--- src/rtl/arb_req_pkg.sv ---
// Shared types, default sizing and one-hot helpers for the arbiter requester bank.
package arb_req_pkg;

    typedef enum logic [0:0] {
        IDLE  = 1'b0,
        SERVE = 1'b1
    } state_t;

    localparam int N_DEF         = 8;
    localparam int CNT_W_DEF     = 4;
    localparam int BURST_LEN_DEF = 4;

    // Helpers operate on a zero-extended 32-bit vector so any N up to 32 can use them.
    localparam int VEC_W = 32;

    function automatic logic is_onehot(input logic [VEC_W-1:0] v);
        return (v != 32'd0) && ((v & (v - 32'd1)) == 32'd0);
    endfunction

    function automatic logic [VEC_W-1:0] onehot_to_idx(input logic [VEC_W-1:0] v);
        logic [VEC_W-1:0] idx;
        idx = 32'd0;
        for (int i = 0; i < VEC_W; i++) begin
            if (v[i]) begin
                idx = idx | 32'(i);
            end else begin
                idx = idx;
            end
        end
        return idx;
    endfunction

endpackage

--- src/rtl/arb_pend_counter.sv ---
// One client's saturating pending-transaction counter with a sticky overflow flag.
module arb_pend_counter
    import arb_req_pkg::*;
#(
    parameter int CNT_W = CNT_W_DEF
) (
    input  logic clk,
    input  logic rst_n,
    input  logic inc,
    input  logic dec,
    output logic count_nz,
    output logic overflow
);

    localparam logic [CNT_W-1:0] CNT_MAX  = {CNT_W{1'b1}};
    localparam logic [CNT_W-1:0] CNT_ZERO = {CNT_W{1'b0}};
    localparam logic [CNT_W-1:0] CNT_ONE  = CNT_W'(1);

    logic [CNT_W-1:0] count_r;
    logic             overflow_r;

    // Simultaneous push and completion cancel out; a push at saturation is dropped and flagged.
    always_ff @(posedge clk or negedge rst_n) begin
        if (!rst_n) begin
            count_r    <= CNT_ZERO;
            overflow_r <= 1'b0;
        end else if (inc && !dec) begin
            if (count_r == CNT_MAX) begin
                overflow_r <= 1'b1;
            end else begin
                count_r <= count_r + CNT_ONE;
            end
        end else if (dec && !inc) begin
            if (count_r != CNT_ZERO) begin
                count_r <= count_r - CNT_ONE;
            end else begin
                count_r <= count_r;
            end
        end else begin
            count_r <= count_r;
        end
    end

    assign count_nz = (count_r != CNT_ZERO);
    assign overflow = overflow_r;

endmodule

--- src/rtl/arb_requester_bank.sv ---
// Requester bank: queues per-client transactions, drives a fixed-priority arbiter and
// holds the granted client for a BURST_LEN-beat transfer.
module arb_requester_bank
    import arb_req_pkg::*;
#(
    parameter int N         = N_DEF,
    parameter int CNT_W     = CNT_W_DEF,
    parameter int BURST_LEN = BURST_LEN_DEF
) (
    input  logic                 clk,
    input  logic                 rst_n,
    input  logic [N-1:0]         push,
    output logic [N-1:0]         req,
    input  logic [N-1:0]         grant,
    output logic                 busy,
    output logic [$clog2(N)-1:0] active_id,
    output logic [3:0]           beat,
    output logic [N-1:0]         done,
    output logic [N-1:0]         overflow,
    output logic                 proto_err
);

    localparam int          ID_W      = $clog2(N);
    localparam logic [3:0]  LAST_BEAT = 4'(BURST_LEN - 1);
    localparam logic [N-1:0] VEC_ZERO = {N{1'b0}};
    localparam logic [N-1:0] VEC_ONE  = N'(1);

    state_t           state_r;
    logic [ID_W-1:0]  active_id_r;
    logic [3:0]       beat_r;
    logic [N-1:0]     done_r;
    logic             proto_err_r;

    logic [N-1:0]     pend_nz_s;
    logic [N-1:0]     dec_s;
    logic [N-1:0]     req_s;
    logic [N-1:0]     active_oh_s;
    logic             last_beat_s;
    logic             grant_legal_s;

    assign active_oh_s   = VEC_ONE << active_id_r;
    assign last_beat_s   = (beat_r == LAST_BEAT);
    assign grant_legal_s = is_onehot(VEC_W'(grant)) && ((grant & ~req_s) == VEC_ZERO);

    // Completion retires one queued transaction of the served client.
    always_comb begin
        dec_s = VEC_ZERO;
        if ((state_r == SERVE) && last_beat_s) begin
            dec_s = active_oh_s;
        end else begin
            dec_s = VEC_ZERO;
        end
    end

    for (genvar i = 0; i < N; i++) begin : g_pend
        arb_pend_counter #(
            .CNT_W (CNT_W)
        ) u_pend (
            .clk      (clk),
            .rst_n    (rst_n),
            .inc      (push[i]),
            .dec      (dec_s[i]),
            .count_nz (pend_nz_s[i]),
            .overflow (overflow[i])
        );
    end

    // During a burst only the served client requests, so later arrivals cannot steal the grant.
    always_comb begin
        req_s = VEC_ZERO;
        if (state_r == SERVE) begin
            req_s = active_oh_s;
        end else begin
            req_s = pend_nz_s;
        end
    end

    // Burst FSM with beat counter, completion pulse and sticky protocol-error flag.
    always_ff @(posedge clk or negedge rst_n) begin
        if (!rst_n) begin
            state_r     <= IDLE;
            active_id_r <= {ID_W{1'b0}};
            beat_r      <= 4'd0;
            done_r      <= VEC_ZERO;
            proto_err_r <= 1'b0;
        end else begin
            case (state_r)
                IDLE: begin
                    done_r <= VEC_ZERO;
                    if (grant_legal_s) begin
                        state_r     <= SERVE;
                        active_id_r <= ID_W'(onehot_to_idx(VEC_W'(grant)));
                        beat_r      <= 4'd0;
                    end else if (grant != VEC_ZERO) begin
                        proto_err_r <= 1'b1;
                    end else begin
                        state_r <= IDLE;
                    end
                end
                SERVE: begin
                    if (grant != active_oh_s) begin
                        proto_err_r <= 1'b1;
                    end else begin
                        proto_err_r <= proto_err_r;
                    end
                    if (last_beat_s) begin
                        state_r <= IDLE;
                        beat_r  <= 4'd0;
                        done_r  <= active_oh_s;
                    end else begin
                        beat_r  <= beat_r + 4'd1;
                        done_r  <= VEC_ZERO;
                    end
                end
                default: begin
                    state_r <= IDLE;
                    beat_r  <= 4'd0;
                    done_r  <= VEC_ZERO;
                end
            endcase
        end
    end

    assign req       = req_s;
    assign busy      = (state_r == SERVE);
    assign active_id = active_id_r;
    assign beat      = beat_r;
    assign done      = done_r;
    assign proto_err = proto_err_r;

endmodule

--- config.mk ---
export PLATFORM = sky130hd
export DESIGN_NAME = arb_requester_bank
export DESIGN_NICKNAME = d
export VERILOG_FILES = /design/src/rtl/arb_req_pkg.sv /design/src/rtl/arb_pend_counter.sv /design/src/rtl/arb_requester_bank.sv
export SDC_FILE = /design/constraint.sdc
export NUM_CORES = 1
export LEC_CHECK = 0
export BUFFER_PORTS_ARGS = -buffer_cell sky130_fd_sc_hd__buf_2
export CAP_MARGIN = 25
export CORE_ASPECT_RATIO = 0.8
export CORE_UTILIZATION = 52
export CTS_CLUSTER_DIAMETER = 150
export DETAILED_ROUTE_END_ITERATION = 16
export PLACE_DENSITY = 0.76
export REMOVE_ABC_BUFFERS = 1
export SLEW_MARGIN = 20
export SYNTH_ARGS = -nofsm -noshare
export SYNTH_HDL_FRONTEND = slang
export SYNTH_SLANG_ARGS = --single-unit
--- constraint.sdc ---
create_clock -name clk -period 2.66 [get_ports clk]
set_input_delay 0.133 -clock clk [delete_from_list [all_inputs] [get_ports clk]]
set_output_delay 0.133 -clock clk [all_outputs]
set_load 0.02 [all_outputs]
# After elaboration in Yosys (flattened, before gate mapping)
# Index checks and enable logic that the tools add are counted.
# Widths: inputs -> output; s select.
# classes
add_sub_neg	18
n_eq_ne	22
n_shift	1
muxes	53
bitwise_logic	4
n_reduce_logical	80
# ops
op	n
$mux 4	34
$add 4x1->4 const B	9
$and 8x32->32	1
$eq 4x4->1 const B	8
$logic_not 32->1	1
$reduce_bool 2->1	16
$reduce_bool 4->1	8
$sub 4x1->4 const B	8
$reduce_and 3->1	9
$mux 8	3
$ne 2x2->1 const B	11
$logic_and 1x1->1	19
$reduce_and 2->1	9
$logic_not 1->1	16
$pmux 8 s2	1
$mux 3	4
$sub 8x1->9 const B	1
$and 8x8->8	1
$logic_not 8->1	1
$ne 8x8->1	1
$not 8->8	1
$pmux 4 s2	1
$reduce_bool 8->1	1
$shl 1x3->8 const A	1
other kinds (6)	13
# word_totals
ff_bits	57
inputBits	18
word_cells	199

# Longest topological paths before layout
# depth
ltp_word	8
ltp_mapped	13
ltp_nobuf	13

# Hierarchy
# From an unflattened synthesis, not the netlist that was laid out.
# hier_totals
cells_unflattened	391
hier_area_um2	4062.6
# by_module_without_submodules
module	n_inst	cells_per_inst	area_each_um2	seq_area_each_um2
arb_pend_counter	8	30	350.3	125.1
arb_requester_bank	1	151	1260.0	425.4

# Worst setup path before layout
# OpenSTA, ideal clock, no wires.
# synth_timing
path_type	reg2reg
startpoint	reg state_r (netlist: busy)
endpoint	reg g_pend[6].u_pend.count_r[3]
setup_ns	0.123
t_arrival_ns	2.666
setup_slack_ns	-0.128
stages_incl_launch_ff	14
n_path_buf	2
path_cell_list	dfrtp_1 buf_2 buf_1 nand2_1 nor2_1 nand3_1 ha_1 inv_1 ha_1 a21o_1 a21oi_1 xnor2_1 nand2_1 xnor2_1
# synth_between
elab_chain_cells	6
# synth_lines
item	line	source
start: declaration	arb_requester_bank.sv:28	state_t state_r;
start signal: assignment	arb_requester_bank.sv:81	state_r <= IDLE;
start signal: assignment	arb_requester_bank.sv:91	state_r <= SERVE;
start signal: assignment	arb_requester_bank.sv:97	state_r <= IDLE;
$logic_and 1x1->1 (*)	arb_requester_bank.sv:48	if ((state_r == SERVE) && last_beat_s) begin
$mux 8 (*)	arb_requester_bank.sv:48	
$logic_not 1->1	arb_pend_counter.sv:27	end else if (inc && !dec) begin
$logic_and 1x1->1	arb_pend_counter.sv:27	
$ne 2x2->1 (no source line) or $reduce_bool 2->1 (tied branches)	n/a	
$reduce_and 3->1 (no source line)	n/a	
end signal: assignment	arb_pend_counter.sv:31	count_r <= count_r + CNT_ONE;
end signal: assignment	arb_pend_counter.sv:35	count_r <= count_r - CNT_ONE;
end signal: assignment	arb_pend_counter.sv:37	count_r <= count_r;
end: declaration	arb_pend_counter.sv:19	logic [CNT_W-1:0] count_r;
# Mark *: on every way between the ends. The rest lies on a longest branch, timed or not.
# A chain may end at the register's enable or synchronous reset.

# Worst setup path in the final report
# layout_timing
startpoint	reg beat_r[1] (netlist: beat[1])
endpoint	reg g_pend[1].u_pend.count_r[3]
# layout_between
elab_chain_cells	7
# layout_lines
item	line	source
start: declaration	arb_requester_bank.sv:30	logic [3:0] beat_r;
start signal: assignment	arb_requester_bank.sv:111	beat_r <= beat_r + 4'd1;
$eq 4x2->1 (*)	arb_requester_bank.sv:42	assign last_beat_s = (beat_r == LAST_BEAT);
$logic_and 1x1->1 (*)	arb_requester_bank.sv:48	
$mux 8 (*)	arb_requester_bank.sv:48	
$logic_not 1->1	arb_pend_counter.sv:27	
$logic_and 1x1->1	arb_pend_counter.sv:27	
$ne 2x2->1 (no source line) or $reduce_bool 2->1 (tied branches)	n/a	
$reduce_and 3->1 (no source line)	n/a	
end signal: assignment	arb_pend_counter.sv:31	
end signal: assignment	arb_pend_counter.sv:35	
end signal: assignment	arb_pend_counter.sv:37	
end: declaration	arb_pend_counter.sv:19	
# Marks and branches as above.

==> flow_summary.ini <==
[run_status]
status = complete, no violations

[synth]
syn_avg_cell_area_um2 = 9.85
synth_edf_count = 0
synthDistinctLibCells = 47
ys_ff_latch = 57
async_flop_share_pct = 100
yosysSeqAreaShare_pct = 38.7
synthCells = 374
netlist_area_um2 = 3680
synth_ff_type = dfrtp_1
ys_warn_count = 0

[routing]
wl_per_cell_um = 14.9
viasPerCell = 5.66
drc = 0
first_pass_iters = 5
antenna_left = 0
vias = 2991
drtIter0Drc = 105
drt_wl_total_um = 7860

[global_routing]
grt_pass1_wl_um = 13200
grt-ovfl-total = 0
track_usage_pct = 23.6
grt_max_degree = 41
antenna_found_initial = 0
grt_pass1_vias = 2835

[placed_design]
dp_hpwl_um = 5790
routabilityCongestion = 0.906
io_buffer_count = 50
dpl_cell_area_um2 = 4040

[worst_setup_path]
end_kind = flop
reg2reg_slack_ps = 170
rr_worst_depth = 13
crit_type = flop to flop
critPathRequiredTime_ps = 2880
r2r_end = g_pend[1].u_pend.count_r[3]
cp.arrival_ps = 2710
endpoint = g_pend[1].u_pend.count_r[3]
crit_start = beat[1]
start_kind = flop
r2r-start = beat[1]
worstPathMaxFanout = 5

[timing]
finalHoldViolations = 0
clock_skew_ps = 7.72
setup_violations = 0
min_period_ps = 2490
fmax_mhz = 401
hold-worst-slack_ps = 211
tightest_slew_ps = 895
max_slew_margin_pct = 40.3
fin_crit_sh_pct = 93.7
maxSlewViolCount = 0

[floorplan]
rows = 27
initial_utilization_pct = 53.7
die_w_um = 96.1
fp.dieH_um = 77.3
die-area_um2 = 7420
pin_count = 51
core_um2 = 6860

[final_layout]
nets = 487
seqCellArea_um2 = 1430
fin_area_um2 = 4290
nFillCells = 598
layout_common_cells = dfrtp_1 (55), buf_2 (50), nor2_1 (37)
layout-drive-gt1-share_pct = 27.0
multi_input_area_um2 = 2120
diodes = 0
area_growth_pct = 16.5
final_common_cell = dfrtp_1

[cts]
clk_latency_ps = 340
clk_pin_slew_worst_paths_ps = 60
cts_root_buffer = clkbuf_8
htreeDepth = 3
clkSinkCount = 57
cts-buffers-inserted = 9
cts_buffer_depth = 2
tritoncts = built

[power_and_ir_drop]
powerDensity_nw_per_um2 = 1100
p_leak_nw = 1.95
ir_drop_uv = 448

[min_path]
worst_hold_path_type = input pin to flop

[run]
max_cap_violations = 0
## state kept, by name (all words and copies together) (netlist names)
| register | flops |
|---|---|
| busy | 1 |
| g_pend.u_pend.overflow | 8 |
| done | 8 |
| g_pend.u_pend.count_r | 32 |
| proto_err | 1 |
| beat | 4 |
| active_id | 3 |
## cells in the mapped netlist, types with 4 or more instances
master | count | area (µm²)
inv_1 | 19 | 71.3
xnor2_1 | 25 | 219
nor2_1 | 39 | 146
nand3b_1 | 4 | 30.0
or2_2 | 7 | 43.8
o21ai_0 | 17 | 85.1
a221o_1 | 5 | 50.1
ha_1 | 25 | 313
fa_1 | 8 | 160
nand3_1 | 8 | 40.0
or3_1 | 5 | 31.3
nor3_1 | 11 | 55.1
nand2_1 | 18 | 67.6
or4_1 | 7 | 52.6
a21o_1 | 10 | 75.1
mux2_2 | 7 | 78.8
xor2_1 | 8 | 70.1
a211oi_1 | 4 | 30.0
a21oi_1 | 19 | 95.1
nor2b_1 | 5 | 31.3
buf_4 | 9 | 67.6
buf_2 | 4 | 20.0
dfrtp_1 | 57 | 1430
nand4_1 | 7 | 43.8
nor3b_1 | 4 | 30.0
nand2b_1 | 7 | 43.8
## final cells by class
| type | count | area share (%) |
|---|---|---|
| clock buffers | 13 | 3.70 |
| repair buffers | 68 | 9.04 |
| flip-flops and latches | 57 | 33.3 |
| well taps | 87 | 2.54 |
| clock inverters | 3 | 0.350 |
| inverters | 19 | 1.66 |
| multi-input cells | 281 | 49.4 |
## worst max-delay path, stage by stage, from the launching register on
cell and delay (ps):
dfrtp_1 370, ha_1 170, nor2b_4 190, nand3_4 130
nor2_1 180, inv_1 60, ha_1 230, inv_1 130
ha_1 240, a21o_1 180, a21oi_1 170, xnor2_1 130
nor2_1 60, xor2_1 150
## through the flow
step / worst slack [ps] / total power [mW] / util (%) / instances / TNS (ps)
after floorplan: -142 / 3.27 / - / 357 / -940
after global routing: -17.7 / 5.18 / 62.6 / 528 / -31.9
after CTS: 47.3 / 4.71 / 61.8 / 525 / 0
after global placement: 66.4 / 3.85 / 59.0 / 508 / 0
final: 169 / 4.73 / 62.6 / 528 / 0
after detailed placement: -52.9 / 3.95 / 59.0 / 508 / -190
## where the power goes
group | total [mW] | switching [mW] | internal (mW)
registers | 1.75 | 0.510 | 1.24
logic | 2.27 | 1.15 | 1.12
clock network | 0.719 | 0.335 | 0.384
## kinds of logic (layout without fill, tap and decap cells)
kind of cell | Yosys count | in the layout | synth area share [%]
AND/OR/NAND/NOR | 132 | 132 | 19.1
buffers and inverters | 36 | 103 | 4.72
flip-flops | 57 | 57 | 38.7
XOR/XNOR | 33 | 33 | 7.85
multiplexers | 14 | 14 | 4.52
AO/OA/AOI/OAI | 69 | 69 | 12.3
adder cells (fa/ha/maj) | 33 | 33 | 12.8
## worst min path at each step
stage                        start                     endpoint  slack (ps)  cells after the start
final                     grant[7]                 active_id[0]         210                      3
after floorplan              rst_n                 active_id[0]        -160                      0
after global routing      grant[7]                 active_id[0]         190                      3
after detailed placement     rst_n    g_pend[7].u_pend.overflow         320                      1
after global placement       rst_n  g_pend[7].u_pend.count_r[1]         310                      1
after CTS                 grant[7]                 active_id[0]         190                      3
## layer usage
layer  global-route usage [%]  wire (µm)  vias up
li1                         -          -     1446
met1                     31.4       3490     1426
met2                     35.6       3610      102
met3                     6.35        574       17
met4                     10.6        182        0
met5                        0          0        -
## timing repair
action | in CTS | in global routing
buffers inserted | 0 | 3
hold buffers | 1 | 0
gates cloned | 0 | 0
setup endpoints to repair | 5 | 11
endpoints found under the hold margin | 38 | 0
gates resized for setup | 3 | 13
Power figures use the tool's default switching activity.
